[config.mk]
export PLATFORM = sky130hd
export DESIGN_NAME = fifo_stream_writer
export DESIGN_NICKNAME = d
export VERILOG_FILES = /design/src/rtl/fifo_stream_writer.sv
export SDC_FILE = /design/constraint.sdc
export NUM_CORES = 1
export LEC_CHECK = 0
export CAP_MARGIN = 0
export CORE_ASPECT_RATIO = 0.6
export CORE_UTILIZATION = 49
export DETAILED_ROUTE_END_ITERATION = 6
export GPL_TIMING_DRIVEN = 0
export HOLD_SLACK_MARGIN = 0.08
export PLACE_DENSITY = 0.79
export SLEW_MARGIN = 20
export SYNTH_ARGS = -nofsm -noshare
export SYNTH_HDL_FRONTEND = slang
export SYNTH_SLANG_ARGS = --single-unit
[constraint.sdc]
create_clock -name w_clk -period 1.34 [get_ports w_clk]
set_input_delay 0.402 -clock w_clk [delete_from_list [all_inputs] [get_ports w_clk]]
set_output_delay 0.402 -clock w_clk [all_outputs]
set_load 0.05 [all_outputs]
[src/rtl/fifo_stream_writer.sv]
// ---------------------------------------------------------------------------
// fifo_stream_writer
//
// Write-side producer for the 8x24-bit async FIFO, living in the w_clk domain.
// Accepts a valid/ready word stream with frame delimiters, buffers it in a
// two-entry skid pipeline (output register + skid register), and drives the
// FIFO write port. It honours 'full' without dropping or duplicating words.
//
// Optional feature macro: FIFO_WR_TRAILER_EN
//   When defined, a trailer word {8'hA5, seq[3:0], word_cnt[11:0]} is appended
//   after every frame and frame_done follows the trailer write. When undefined,
//   the stream carries only upstream words and frame_done follows the write of
//   the s_last data word.
//
// Ports
//   w_clk       in   write-domain clock (FIFO write clock)
//   w_rst_n     in   synchronous active-low reset
//   s_valid     in   upstream word valid
//   s_ready     out  block accepts the upstream word this cycle (registered)
//   s_data      in   upstream word [23:0]
//   s_last      in   final word of a frame
//   full        in   FIFO full flag
//   w_enable    out  FIFO write request (registered)
//   w_data      out  FIFO write data [23:0] (registered)
//   frame_done  out  one-cycle pulse after the last word of a frame is written
// ---------------------------------------------------------------------------
module fifo_stream_writer #(
    parameter int CNT_W = 12,
    parameter int SEQ_W = 4
) (
    input  logic        w_clk,
    input  logic        w_rst_n,
    input  logic        s_valid,
    output logic        s_ready,
    input  logic [23:0] s_data,
    input  logic        s_last,
    input  logic        full,
    output logic        w_enable,
    output logic [23:0] w_data,
    output logic        frame_done
);

    logic        wEnable_q, wEnable_d;
    logic [23:0] wData_q, wData_d;
    logic        outLast_q, outLast_d;
    logic        skidValid_q, skidValid_d;
    logic [23:0] skidData_q, skidData_d;
    logic        skidLast_q, skidLast_d;
    logic        sReady_q, sReady_d;
    logic        frameDone_q, frameDone_d;

    logic        transfer;
    logic        outFree;
    logic        accept;
    logic        enqValid;
    logic [23:0] enqData;
    logic        enqLast;

    // Counter widths only shape the trailer fields; a zero width is meaningless.
    if (CNT_W < 1 || SEQ_W < 1) begin : gBadWidths
    end

    assign transfer = wEnable_q && !full;
    assign outFree  = !wEnable_q || transfer;
    assign accept   = s_valid && sReady_q;

`ifdef FIFO_WR_TRAILER_EN
    localparam logic [0:0] ST_DATA  = 1'b0;
    localparam logic [0:0] ST_TRAIL = 1'b1;

    logic [0:0]       state_q, state_d;
    logic [CNT_W-1:0] wordCnt_q, wordCnt_d;
    logic [SEQ_W-1:0] seq_q, seq_d;
    logic             trailerEnq;

    // The trailer may only enter once the skid register has drained, so it can
    // never overtake a data word still waiting there.
    assign trailerEnq = (state_q == ST_TRAIL) && !skidValid_q;
    assign enqValid   = accept || trailerEnq;
    assign enqData    = trailerEnq ? {8'hA5, seq_q, wordCnt_q} : s_data;
    assign enqLast    = trailerEnq;

    // Frame FSM: count accepted words (saturating), then emit one trailer.
    always_comb begin
        state_d   = state_q;
        wordCnt_d = wordCnt_q;
        seq_d     = seq_q;
        if (state_q == ST_DATA) begin
            if (accept) begin
                if (wordCnt_q != '1) begin
                    wordCnt_d = wordCnt_q + CNT_W'(1);
                end
                if (s_last) begin
                    state_d = ST_TRAIL;
                end
            end
        end else if (trailerEnq) begin
            state_d   = ST_DATA;
            wordCnt_d = '0;
            seq_d     = seq_q + SEQ_W'(1);
        end
    end

    assign sReady_d = (state_d == ST_DATA) && !skidValid_d;

    always_ff @(posedge w_clk) begin
        if (!w_rst_n) begin
            state_q   <= ST_DATA;
            wordCnt_q <= '0;
            seq_q     <= '0;
        end else begin
            state_q   <= state_d;
            wordCnt_q <= wordCnt_d;
            seq_q     <= seq_d;
        end
    end
`else
    assign enqValid = accept;
    assign enqData  = s_data;
    assign enqLast  = s_last;
    assign sReady_d = !skidValid_d;
`endif

    // Two-entry pipeline. The output register refills from the skid first so
    // ordering is kept; a new word only lands in the skid when the output
    // register is busy and not transferring this edge.
    always_comb begin
        wEnable_d   = wEnable_q;
        wData_d     = wData_q;
        outLast_d   = outLast_q;
        skidValid_d = skidValid_q;
        skidData_d  = skidData_q;
        skidLast_d  = skidLast_q;
        if (outFree) begin
            if (skidValid_q) begin
                wEnable_d   = 1'b1;
                wData_d     = skidData_q;
                outLast_d   = skidLast_q;
                skidValid_d = 1'b0;
            end else if (enqValid) begin
                wEnable_d = 1'b1;
                wData_d   = enqData;
                outLast_d = enqLast;
            end else begin
                wEnable_d = 1'b0;
            end
        end else if (enqValid) begin
            skidValid_d = 1'b1;
            skidData_d  = enqData;
            skidLast_d  = enqLast;
        end
        frameDone_d = transfer && outLast_q;
    end

    // s_ready is kept as its own flop so it reads 0 while reset is held.
    always_ff @(posedge w_clk) begin
        if (!w_rst_n) begin
            wEnable_q   <= 1'b0;
            wData_q     <= '0;
            outLast_q   <= 1'b0;
            skidValid_q <= 1'b0;
            skidData_q  <= '0;
            skidLast_q  <= 1'b0;
            sReady_q    <= 1'b0;
            frameDone_q <= 1'b0;
        end else begin
            wEnable_q   <= wEnable_d;
            wData_q     <= wData_d;
            outLast_q   <= outLast_d;
            skidValid_q <= skidValid_d;
            skidData_q  <= skidData_d;
            skidLast_q  <= skidLast_d;
            sReady_q    <= sReady_d;
            frameDone_q <= frameDone_d;
        end
    end

    assign s_ready    = sReady_q;
    assign w_enable   = wEnable_q;
    assign w_data     = wData_q;
    assign frame_done = frameDone_q;

endmodule

======== Word-level counts from Yosys, hierarchy flattened ========
Index checks and enable logic that the tools add are counted.
operators by class
  add/subtract/negate cells ............... 0
  multiply operators ...................... 0
  div/mod/pow operators ................... 0
  order comparisons ....................... 0
  equal/unequal tests ..................... 0
  shift-type cells ........................ 0
  multiplexer cells ....................... 8
  bitwise operators ....................... 1
  reductions and logical operators ........ 10
operators by type and width
  kind               count
  $mux 24            2
  $mux 1             6
  $reduce_and 2->1   2
  $logic_and 1x1->1  3
  $logic_not 1->1    3
  $reduce_bool 2->1  1
  $logic_or 1x1->1   1
  $not 1->1          1
storage, ports and cells
  flip-flop bits (word level) ............. 54
  bits in latches ......................... 0
  bits in writable memories ............... 0
  memory bits (read-only) ................. 0
  input port bits ......................... 29
  output and inout bits ................... 27
  word-level logic and storage cells ...... 27
  memories kept ........................... 0

======== Depth between registers and ports, before layout ========
  word-level depth ........................ 5
  mapped depth ............................ 5
  depth with buffers taken out ............ 3

======== Worst setup path before layout ========
No wires, ideal clock.
  kind .................................... reg-to-reg
  start point ............................. register wEnable_q, in the netlist w_enable
  end point ............................... register skidData_q[19]
  setup time .............................. 0.118 ns
  arrival ................................. 1.428 ns
  data required time ...................... 1.222 ns
  slack ................................... -0.206 ns
  stages on the path, launching flop included .. 5
  path buffers ............................ 1
  period minus slack after synthesis ...... 1.546 ns
  cells stage by stage .................... dfxtp_1 -> nand4_1 -> buf_2 -> nand2_1 -> a21boi_2
on the way
  longest elaborated chain between the ends .. 4
  elaborated cells between the ends (all ways) .. 5
  those cells by class .................... 1 x bitwise; 4 x reduce/logical
ends and longest elaborated chain
  what                                                  RTL line  RTL
  start, declared                                       43        logic wEnable_q, wEnable_d;
  start signal, assigned                                167       wEnable_q <= wEnable_d;
  $logic_not 1->1 or $logic_and 1x1->1 (tied branches)  64, 63
  $logic_or 1x1->1 *                                    64        assign outFree = !wEnable_q || transfer;
  $not 1->1 (no source line) *                          n/a
  $reduce_and 2->1 (no source line) *                   n/a
  end signal, assigned                                  171       skidData_q <= skidData_d;
  end, declared                                         47        logic [23:0] skidData_q, skidData_d;
Mark *: on every way between the ends. The rest lies on a longest branch, timed or not.
A chain may end at the register's enable or synchronous reset.

======== Worst setup path after layout ========
  start point ............................. register wData_q[12], in the netlist w_data[12]
  end point ............................... output port w_data[12]
RTL lines
  what                    RTL line  RTL
  start, declared         44        logic [23:0] wData_q, wData_d;
  start signal, assigned  168       wData_q <= wData_d;
  end, declared           39        output logic [23:0] w_data,
No word-level cell between the ends.

==> out/results.tsv <==
stage	metric	value	unit
critical_path	CP max FO	2	
floorplan	DIE WIDTH	92.2	µm
finish	Final Net Count	328	
synthesis	mux contribution to synthesized area	10.5	%
pwr	PwrDens	1100	nW/µm²
finish	ant diodes	0	
global_route	vias in the first global route	1830	
route	vias after detailed routing	1951	
route	final wirelength	5420	µm
global_route	pin count of the biggest net entering global routing	19	
synthesis	Yosys top cell by area	dfxtp_1	
route	routed vias/inst	5.37	
worst_hold_path	worst hold path stage count	2	
synthesis	Mapped Nets	263	
placed_design	GP Congestion	0.767	
synthesis	top cells by area, synth	dfxtp_1 45%, mux2i_1 10%, o211a_1 10%, a21boi_2 9.4%, nand2_1 7.8%	
synthesis	share of the synthesized area in the top cell type	45.2	%
sta	Fmax achieved	770	MHz
critical_path	cells along the critical path	buf_2	
critical_path	WS Path Type	reg -> out	
worst_hold_path	Hold Path Class	reg -> reg	
status	status	complete, no violations	
placed_design	Post-DP HPWL	3950	µm
sta	RSZ-0062 raised after global routing	no	
synthesis	simple-gate portion of the synthesized area	14.7	%
clock_tree	# hold bufs at CTS	0	
synthesis	Commonest cells post-synth	54 x dfxtp_1, 50 x nand2_1, 25 x mux2i_1, 25 x nand3_1, 25 x o211a_1	
sta	setup ws final	41.1	ps
finish	post-route design area	3130	µm²
global_route	All-Layer GR Usage	21.7	%
critical_path	Worst EP required	940	ps
critical_path	crit path DAT	900	ps
route	DRT Pass-1 Iters	4	
floorplan	num rows	19	
synthesis	synth warn	0	
critical_path	WP buf/inv	1	
clock_tree	clk slew on worst S/H paths	90	ps
global_route	gr ovfl total	0	
route	DR DRC count	0	
synthesis	Synth Instances	234	
synthesis	ys flop type	dfxtp_1	
floorplan	Ports	56	
finish	area grow syn2layout	30.9	%
global_route	first-pass GRT wire length	8840	µm
clock_tree	Sinks on Clock Net	54	
sta	Final Hold Viols	0	
critical_path	CP max stage delay	340	ps
placed_design	Port Buffer Count	54	
route	DRT iter0 DRCs	98	
placed_design	Placed Cells	351	
finish	layout cell share with drive strength beyond 1	26.3	%
synthesis	distinct cell type count after synthesis	21	
sta	fin crit share	96.9	%
floorplan	initial core utilization	51.6	%
critical_path	delay-heaviest family, CP	flip-flops	
clock_tree	clock tree buffer depth	2	
route	number of routed nets with antenna violations	0	
clock_tree	TritonCTS clock tree	done	
synthesis	xor/xnor share of the synthesized area	0	%
clock_tree	clk_lat worst skew	310	ps
sta	worst rel slew slack	66.6	%
synthesis	synthesized cell area	2390	µm²
synthesis	leading cell type by number of instances after synthesis	dfxtp_1	
synthesis	Mean Syn Cell Area	10.2	µm²
flow_run	max_cap viols	0	
synthesis	number of flops mapped to enable cells by yosys	0	
synthesis	Adder-Cell Fraction of Synth Area	0	%
pwr	Max IR drop VDD	0.732	mV
sta	final worst path period need	1300	ps
synthesis	Yosys reg bits	54	
finish	fill count	405	
clock_tree	cts bufs inserted	5	
sta	Pins Over Slew Limit	0	
synthesis	post-synthesis sequential area ratio	45.2	%
synthesis	FFs w/ async S/R, synth	0	%
global_route	initial antenna violation count	0	
clock_tree	CTS H-Tree Depth	2	
sta	Least-Margin Pin Slew	501	ps
placed_design	Placement Cell Area	3010	µm²
critical_path	Worst Setup Start Kind	flip-flop	
route	post-DR wirelength/cell	14.9	µm
sta	Final setup viols	0	
finish	Cell Count, Final, Fillers Out	363	
critical_path	Worst R2R Setup Slack	60	ps
synthesis	main combinational cell family by area after synthesis	compound AO/OA/AOI/OAI gates	
clock_tree	clock root cell	clkbuf_8	
placed_design	post-place setup slack	-649	ps
floorplan	overall die area	5180	µm²
critical_path	R2R depth	5	
floorplan	core area	4640	µm²
floorplan	Die Height	56.1	µm
critical_path	Crit. path cell count	1	
critical_path	Worst Setup End Kind	output pin	
synthesis	Compound-Gate Fraction of Synth Area	23.4	%
sta	worst clock skew	14.4	ps
critical_path	CP max-delay cell	dfxtp_1	
pwr	LEAKAGE	1.36	nW
[cells in the final DEF (no fill, tap or decap), types with 2 or more instances in the layout]
cell / synthesis / final
dlygate4sd2_1: 0 / 2
buf_12: 2 / 3
buf_4: 3 / 13
buf_6: 3 / 7
a21oi_4: 1 / 2
o211a_1: 25 / 25
nand3_1: 25 / 25
clkbuf_8: 0 / 5
clkdlybuf4s50_1: 0 / 25
dfxtp_1: 54 / 52
mux2i_1: 25 / 25
a21boi_0: 6 / 6
clkbuf_1: 7 / 6
buf_2: 5 / 6
a21boi_2: 20 / 20
nand2_1: 50 / 50
clkbuf_4: 0 / 15
[worst paths after layout]
path / startpoint / endpoint
worst max-delay path: w_data[12]$_SDFFE_PN0P_ / w_data[12]
worst min register to register: skidData_q[7]$_SDFFE_PN0P_ / skidData_q[7]$_SDFFE_PN0P_
worst max register to register: skidValid_q$_SDFF_PN0_ / w_data[23]$_SDFFE_PN0P_
worst min-delay path: skidData_q[7]$_SDFFE_PN0P_ / skidData_q[7]$_SDFFE_PN0P_
[layer usage]
metal,global-route usage (%),vias up,part of all wire (%)
li1,-,958,-
met1,31.8,939,52
met2,32.9,49,42
met3,4.92,5,5.2
met4,4.02,0,0.54
met5,0,-,0
[sequential cells by signal, summed over array words and instances, names as in the netlist]
register and cells:
skidLast_q 1, skidValid_q 1, s_ready 1, w_enable 1, w_data 24, outLast_q 1, skidData_q 24, frame_done 1
[power breakdown]
part	total [mW]	switching [mW]	internal [mW]
registers	1.71	0.0397	1.67
logic	0.620	0.368	0.252
clock network	1.13	0.558	0.567
total	3.46	0.966	2.49
[what timing repair did]
action	4_1_cts	5_1_grt
setup buffers	3	1
resized for setup	151	27
endpoints found under the setup margin	75	29
pin swaps	3	0
[area by class of cell]
type                       count  area (µm²)  share of cell area, %
buffer                        20         174                   5.55
sequential                    54        1090                   34.7
clock inverter                 3        47.5                   1.52
clock buffer                   5        68.8                   2.20
tap                           63        78.8                   2.52
timing repair buffer          58         500                   16.0
multi-input combinational    160        1180                   37.6
[metrics by stage]
| stage | setup TNS (ps) | total power, mW | hold slack [ps] | util [%] |
|---|---|---|---|---|
| final | 0 | 3.46 | 470 | 67.6 |
| after CTS | 0 | 3.45 | 471 | 66.0 |
| after floorplan | 0 | 2.12 | 443 | - |
| after global placement | -31330 | 2.37 | 451 | 65.0 |
| after global routing | 0 | 3.60 | 491 | 67.6 |
| after detailed placement | -31470 | 2.38 | 458 | 65.0 |
[cell families (layout without fill, tap and decap cells)]
group	count (synthesis)	after routing
AO/OA/AOI/OAI	55	55
buffers and inverters	20	86
flip-flops	54	54
multiplexers	25	25
AND/OR/NAND/NOR	80	80
No activity file was read; power rests on OpenSTA's default activity.
